[src/rtl/imem_loader.sv]
// imem_loader: byte-stream program loader driving one instruction-memory
// write port. It parses framed bytes, assembles big-endian words, writes
// them to consecutive addresses and holds the core in reset until a frame
// with a good checksum has completed.
//
// Frame: SYNC | AB addr bytes (BE) | 2 count bytes (BE) | N*WB data | csum
// csum = XOR of every byte after SYNC, not counting the checksum byte.
//
// Ports:
//   iw_clk, iw_rst_n   clock (rising edge), async active-low reset
//   iw_valid, iw_data  byte stream in; accepted when iw_valid & ow_ready
//   ow_ready           low only in the END cycle
//   ow_mem_we/addr/wdata  one-cycle write strobe plus address/data
//   ow_cpu_hold        core reset hold, ~loaded
//   or_busy            frame in progress
//   or_done / or_err   one-cycle pulses at END: checksum good / bad
module imem_loader #(
  parameter int          DATA_W = 24,
  parameter int          ADDR_W = 24,
  parameter logic [7:0]  SYNC   = 8'hA5
) (
  input  logic              iw_clk,
  input  logic              iw_rst_n,
  input  logic              iw_valid,
  input  logic [7:0]        iw_data,
  output logic              ow_ready,
  output logic              ow_mem_we,
  output logic [ADDR_W-1:0] ow_mem_addr,
  output logic [DATA_W-1:0] ow_mem_wdata,
  output logic              ow_cpu_hold,
  output logic              or_busy,
  output logic              or_done,
  output logic              or_err
);

  localparam int WB   = DATA_W / 8;
  localparam int AB   = ADDR_W / 8;
  // Byte counter must reach WB-1, AB-1 and 1 (two length bytes).
  localparam int MAXB = (WB > AB) ? ((WB > 2) ? WB : 2) : ((AB > 2) ? AB : 2);
  localparam int CW   = $clog2(MAXB);

  localparam logic [2:0] S_IDLE = 3'd0;
  localparam logic [2:0] S_ADDR = 3'd1;
  localparam logic [2:0] S_LEN  = 3'd2;
  localparam logic [2:0] S_DATA = 3'd3;
  localparam logic [2:0] S_CSUM = 3'd4;
  localparam logic [2:0] S_END  = 3'd5;

  logic [2:0]        state;
  logic [7:0]        acc;
  logic              loaded;
  logic [CW-1:0]     bcnt;
  logic [15:0]       len;
  logic [ADDR_W-1:0] cur_addr;
  logic [DATA_W-1:0] word;
  logic              take;

  assign ow_ready    = (state != S_END);
  assign or_busy     = (state != S_IDLE);
  assign ow_cpu_hold = ~loaded;
  assign take        = iw_valid & ow_ready;

  always_ff @(posedge iw_clk or negedge iw_rst_n) begin
    if (!iw_rst_n) begin
      state        <= S_IDLE;
      acc          <= '0;
      loaded       <= 1'b0;
      bcnt         <= '0;
      len          <= '0;
      cur_addr     <= '0;
      word         <= '0;
      ow_mem_we    <= 1'b0;
      ow_mem_addr  <= '0;
      ow_mem_wdata <= '0;
      or_done      <= 1'b0;
      or_err       <= 1'b0;
    end else begin
      // strobes and pulses are single-cycle by default
      ow_mem_we <= 1'b0;
      or_done   <= 1'b0;
      or_err    <= 1'b0;
      case (state)
        S_IDLE: begin
          if (take && iw_data == SYNC) begin
            state  <= S_ADDR;
            acc    <= '0;
            loaded <= 1'b0;
            bcnt   <= '0;
          end
        end
        S_ADDR: begin
          if (take) begin
            acc      <= acc ^ iw_data;
            cur_addr <= ADDR_W'({cur_addr, iw_data});
            if (bcnt == CW'(AB - 1)) begin
              bcnt  <= '0;
              state <= S_LEN;
            end else begin
              bcnt <= bcnt + CW'(1);
            end
          end
        end
        S_LEN: begin
          if (take) begin
            acc <= acc ^ iw_data;
            len <= {len[7:0], iw_data};
            if (bcnt == CW'(1)) begin
              bcnt  <= '0;
              state <= ({len[7:0], iw_data} == 16'd0) ? S_CSUM : S_DATA;
            end else begin
              bcnt <= bcnt + CW'(1);
            end
          end
        end
        S_DATA: begin
          if (take) begin
            acc  <= acc ^ iw_data;
            word <= DATA_W'({word, iw_data});
            if (bcnt == CW'(WB - 1)) begin
              // last byte of the word: write next cycle, advance address
              bcnt         <= '0;
              ow_mem_we    <= 1'b1;
              ow_mem_addr  <= cur_addr;
              ow_mem_wdata <= DATA_W'({word, iw_data});
              cur_addr     <= cur_addr + ADDR_W'(1);
              len          <= len - 16'd1;
              if (len == 16'd1) state <= S_CSUM;
            end else begin
              bcnt <= bcnt + CW'(1);
            end
          end
        end
        S_CSUM: begin
          // result registered here so the pulse lands in the END cycle
          if (take) begin
            or_done <= (iw_data == acc);
            or_err  <= (iw_data != acc);
            state   <= S_END;
          end
        end
        S_END: begin
          if (or_done) loaded <= 1'b1;
          state <= S_IDLE;
        end
        default: state <= S_IDLE;
      endcase
    end
  end

endmodule
[config.mk]
export PLATFORM = sky130hd
export DESIGN_NAME = imem_loader
export DESIGN_NICKNAME = d
export VERILOG_FILES = /design/src/rtl/imem_loader.sv
export SDC_FILE = /design/constraint.sdc
export NUM_CORES = 1
export LEC_CHECK = 0
export CAP_MARGIN = 0
export CORE_MARGIN = 2
export CORE_UTILIZATION = 45
export CTS_BUF_LIST = sky130_fd_sc_hd__clkbuf_8
export CTS_CLUSTER_SIZE = 24
export DETAILED_ROUTE_END_ITERATION = 16
export PLACE_DENSITY = 0.69
export RECOVER_POWER = 25
export REMOVE_ABC_BUFFERS = 1
export SLEW_MARGIN = 20
export SYNTH_ARGS = -nofsm -noshare
export SYNTH_HDL_FRONTEND = slang
export SYNTH_SLANG_ARGS = --single-unit
[constraint.sdc]
create_clock -name iw_clk -period 3.25 [get_ports iw_clk]
set_clock_uncertainty 0.05 [all_clocks]
set_input_delay 0.325 -clock iw_clk [delete_from_list [all_inputs] [get_ports iw_clk]]
set_output_delay 0.325 -clock iw_clk [all_outputs]
set_load 0.005 [all_outputs]
==> results.json, run 1 <==
{
  "ant_nets": 0,
  "cts_resized": 0,
  "synth_seq_area_share": 0.509,
  "antenna_found_initial": 0,
  "ios": 65,
  "first_pass_iters": 5,
  "syn_area_per_cell_um2": 10.7,
  "portBuffers": 64,
  "num_rows": 42,
  "wl_per_cell_um": 17.3,
  "synth_top_family_by_area": "compound AO/OA/AOI/OAI gates",
  "clock.fmax_mhz": 430,
  "cp-end-kind": "flop",
  "p_per_area_nw_per_um2": 1010,
  "holdPathStages": 1,
  "synth-xor-area-share": 0.0118,
  "finalCritPeriodShare": 0.716,
  "drive_above_1_share": 0.0832,
  "path_max_fanout": 9,
  "gp_congestion": 0.891,
  "maxCapViolations": 0,
  "ys_ff_latch": 121,
  "slew_headroom": 0.230,
  "final_cell_mix": "dfrtp_1 (121), mux2_1 (65), clkdlybuf4s50_1 (63)",
  "crit_type": "reg2reg",
  "synth_fa_ha_area_frac": 0.00841,
  "period_needed_ps": 2330,
  "initial_core_util": 0.455,
  "dr.first_iter.drc_count": 414,
  "critPathLaunchType": "flop",
  "rsz0062_at_grt": "false",
  "hold_viol": 0,
  "synthFlopType": "dfrtp_1",
  "setup_viol": 0,
  "synthCells": 557,
  "cts.sinks": 121,
  "nets": 627,
  "die_y_um": 119,
  "routed_wl_um": 13800,
  "synth_compound_area_frac": 0.164,
  "hold_class": "reg2reg",
  "synth_warnings": 0,
  "drcViolationCount": 0,
  "cellLeakagePower_uw": 0.00291,
  "synth_area_um2": 5950,
  "clkTransAtPathRegs_ps": 70,
  "diodes": 0,
  "r2r_cells": 6,
  "cp.required_ps": 3520,
  "area_delta_synth_final_pct": 20.6,
  "fin_cells": 801,
  "finalMaxSlewViolations": 0,
  "ir_worst_vdd_mv": 0.338,
  "synth_edf_count": 0,
  "htree_levels": 4,
  "whs_ps": 437,
  "synth-simple-area-share": 0.147,
  "viasPerCell": 5.84,
  "worstMarginPinSlew_ps": 1160,
  "status": "finished, final reports clean",
  "die_x_um": 119,
  "dp_hpwl_um": 9080,
  "grt_pass1_wl_um": 23100,
  "insertion_delay_ps": 440,
  "cts_buffer_depth": 2,
  "track_usage": 0.206,
  "num_vias": 4676,
  "final_common_cell": "dfrtp_1",
  "r2r_slack_ps": 920,
  "cts_root_buf": "clkbuf_8",
  "core_area_um2": 13100,
  "ys_types": 60,
  "die-area_um2": 14200,
  "synth-async-reset-ratio": 1.00,
  "critPathArrivalTime_ps": 2600,
  "dp_cells": 768,
  "cts_tree": "done",
  "overflow": 0,
  "grt_pass1_vias": 4612,
  "cts_buffers": 17,
  "power_uw": 7270,
  "grt_max_degree": 58,
  "synthMuxAreaShare": 0.123
}
state kept, by name, indices dropped and copies added, names as in the netlist:
register,flops
loaded,1
ow_mem_wdata,24
bcnt,2
state,3
len,16
acc,8
ow_mem_we,1
word,16
or_done,1
ow_mem_addr,24
or_err,1
cur_addr,24
metal layers:
layer | track usage | wire, um | vias up
met5 | 0 | 0 | -
met4 | 0.0818 | 223 | 0
met3 | 0.0436 | 636 | 21
met2 | 0.330 | 6680 | 142
met1 | 0.274 | 6290 | 2334
li1 | - | - | 2179
per-stage QoR:
stage | utilization | setup TNS (ps) | worst slack, ps | area, um2
6_report | 0.549 | 0 | 923 | 7180
5_1_grt | 0.549 | 0 | 782 | 7180
4_1_cts | 0.549 | 0 | 905 | 7180
3_5_place_dp | 0.516 | 0 | 732 | 6750
3_3_place_gp | 0.516 | 0 | 853 | 6750
2_1_floorplan | - | -22360 | -435 | 5770
final timing paths:
check	start	endpoint
worst max-delay path	cur_addr[0]	cur_addr[20]
worst min-delay path	ow_mem_addr[5]	ow_mem_addr[5]
worst max register to register	cur_addr[0]	cur_addr[20]
worst min register to register	ow_mem_addr[5]	ow_mem_addr[5]
max in group asynchronous	iw_rst_n	word[6]
min in group asynchronous	iw_rst_n	loaded
logic make-up after synthesis:
family                   after synthesis
adder cells (fa/ha/maj)                4
XOR/XNOR                               8
multiplexers                          65
flip-flops                           121
buffers and inverters                 51
AO/OA/AOI/OAI                        148
AND/OR/NAND/NOR                      160
layout make-up:
type | instances | area [um2]
fillers | 1117 | 5900
flip-flops and latches | 121 | 3030
multi-input cells | 385 | 2710
repair buffers | 76 | 753
clock buffers | 20 | 275
well taps | 176 | 220
clock inverters | 12 | 149
inverters | 11 | 41.3
critical path: stages (launching register included):
cell and delay [ps]:
dfrtp_1 480, ha_1 250, and4_1 260, and3_1 380, nor2b_2 320, a31oi_1 120
or3_1 360
repair_timing:
| action | in CTS | in global routing |
|---|---|---|
| hold endpoints to repair | 42 | 0 |
| hold buffers | 1 | 0 |
| setup buffers | 0 | 0 |
synth_stat cells, types with 9 or more instances:
cell type,number,area (um2)
nand3_1,13,65.1
o22ai_1,14,87.6
a221o_1,9,90.1
or3_1,9,56.3
mux2_1,65,732
clkbuf_1,25,93.8
nor3_1,15,75.1
nand2_1,33,124
o21ai_1,17,85.1
o21ai_0,9,45.0
a21oi_1,45,225
nor2_1,28,105
nor2b_1,11,68.8
buf_2,11,55.1
nor4_1,10,62.6
dfrtp_1,121,3030
inv_1,9,33.8
power by group:
| group | total, uW | switching [uW] | internal [uW] |
|---|---|---|---|
| sequential | 2990 | 756 | 2230 |
| clock | 1420 | 609 | 814 |
| combinational | 2860 | 1350 | 1510 |
| total | 7270 | 2710 | 4550 |
Note: power is estimated with default switching activity, not from simulation.
==> run 2, diff against run 1 <==
==> constraint.sdc (replaced) <==
create_clock -name iw_clk -period 2.3 [get_ports iw_clk]
set_clock_uncertainty 0.05 [all_clocks]
set_input_delay 0.23 -clock iw_clk [delete_from_list [all_inputs] [get_ports iw_clk]]
set_output_delay 0.23 -clock iw_clk [all_outputs]
set_load 0.005 [all_outputs]
==> results.json, run 2 (synthesized netlist as in run 1, its figures left out) <==
{
  "status": "finished, final reports clean",
  "die-area_um2": 14200,
  "cts.sinks": 121,
  "hold_viol": 0,
  "dp_hpwl_um": 9520,
  "setup_viol": 0,
  "area_delta_synth_final_pct": 23.7,
  "num_rows": 42,
  "routed_wl_um": 14100,
  "insertion_delay_ps": 450,
  "cp-end-kind": "flop",
  "num_vias": 4745,
  "final_common_cell": "dfrtp_1",
  "viasPerCell": 5.77,
  "maxCapViolations": 0,
  "initial_core_util": 0.455,
  "worstMarginPinSlew_ps": 1180,
  "crit_path_top_delay_cell": "dfrtp_1",
  "setup_ws_ps": 93.7,
  "cp_cell_sequence": "ha_1 -> and4_1 -> and3_1 -> nor2b_2 -> a31oi_1 -> or3_1",
  "max_stage_delay_ps": 490,
  "nets": 649,
  "power_uw": 10500,
  "cp.required_ps": 2570,
  "grt_max_degree": 59,
  "cts_root_buf": "clkbuf_8",
  "ios": 65,
  "top_regs": "cur_addr x24, ow_mem_addr x24, ow_mem_wdata x24",
  "hold_class": "in2async",
  "diodes": 0,
  "die_x_um": 119,
  "drcViolationCount": 0,
  "core_area_um2": 13100,
  "wl_per_cell_um": 17.2,
  "crit_type": "reg2reg",
  "path_max_fanout": 6,
  "antenna_found_initial": 0,
  "fillers": 1088,
  "grt_pass1_wl_um": 23600,
  "path_delay_family": "simple AND/OR/NAND/NOR gates",
  "whs_ps": 182,
  "dpl_worst_slack_ps": -153,
  "grt_pass1_vias": 4610,
  "critical_path_depth": 6,
  "portBuffers": 64,
  "slew_headroom": 0.211,
  "ant_nets": 0,
  "cellLeakagePower_uw": 0.00304,
  "critPathLaunchType": "flop",
  "ir_worst_vdd_mv": 0.613,
  "crit_buf_inv": 0,
  "gp_congestion": 0.912,
  "r2r-start": "cur_addr[0]",
  "clkTransAtPathRegs_ps": 80,
  "first_pass_iters": 5,
  "finalCritPeriodShare": 0.959,
  "p_per_area_nw_per_um2": 1430,
  "track_usage": 0.211,
  "dr.first_iter.drc_count": 430,
  "finalMaxSlewViolations": 0,
  "drive_above_1_share": 0.108,
  "crit-reg2reg-capture": "cur_addr[20]",
  "die_y_um": 119,
  "place_area_um2": 6940,
  "clock.fmax_mhz": 453,
  "htree_levels": 4,
  "period_needed_ps": 2210,
  "final_cell_mix": "dfrtp_1 (120), mux2_1 (65), clkdlybuf4s50_1 (62)",
  "rsz0062_at_grt": "false",
  "cts_buffer_depth": 2,
  "critPathArrivalTime_ps": 2470,
  "r2r_slack_ps": 90,
  "cts_tree": "done",
  "cts_buffers": 17,
  "postCtsSetupBuffers": 0,
  "fin_area_um2": 7360,
  "overflow": 0,
  "r2r_cells": 6
}
==> run 2: cell count changes in the layout (fill, tap and decap cells not counted), moves of 2 or more <==
cell	previous run	this run
clkinv_2	3	0
clkinvlp_4	3	1
buf_4	9	29
inv_1	10	13
==> run 2: worst reg2reg max path, cell delays in order (launching register included) <==
cell     delay [ps]
dfrtp_1         490
ha_1            260
and4_1          270
and3_1          200
nor2b_2         270
a31oi_1         150
or3_1           380
==> run 2: metrics by stage <==
stage / cells / TNS [ps] / utilization
floorplan: 517 / -83330 / -
global placement: 790 / -466 / 0.530
detailed placement: 790 / -1270 / 0.530
CTS: 822 / 0 / 0.565
global route: 822 / 0 / 0.563
finish: 822 / 0 / 0.563
==> run 2: how the worst max path moves through the flow <==
stage,slack (ps),endpoint,startpoint
6_report,90,cur_addr[20],cur_addr[0]
5_1_grt,40,cur_addr[20],cur_addr[0]
4_1_cts,3,or_busy,state[0]
3_5_place_dp,-150,acc[2],iw_data[6]
3_3_place_gp,-60,acc[3],iw_data[6]
2_1_floorplan,-1390,cur_addr[20],state[0]
==> run 2: layout make-up <==
cell class / instances / area (um2) / share of cell area
clock buffer: 21 / 289 / 0.0393
multi-input combinational: 385 / 2710 / 0.369
clock inverter: 10 / 151 / 0.0206
timing repair buffer: 98 / 917 / 0.125
tap: 176 / 220 / 0.0299
sequential: 121 / 3030 / 0.411
inverter: 11 / 41.3 / 0.00561
==> run 2: per-layer routing <==
layer,GRT usage,vias up,wire (um)
li1,-,2221,-
met1,0.289,2349,6450
met2,0.324,153,6720
met3,0.0498,22,634
met4,0.0863,0,309
met5,0,-,0
==> run 2: repair_timing <==
item / CTS / global route
hold buffers: 1 / 0
gates resized for setup: 0 / 2
endpoints found under the hold margin: 121 / 0
endpoints found under the setup margin: 0 / 1
==> run 2: power by group <==
part	switching, uW	internal (uW)	total, uW
clock	821	1280	2100
sequential	928	3150	4080
combinational	2050	2280	4340
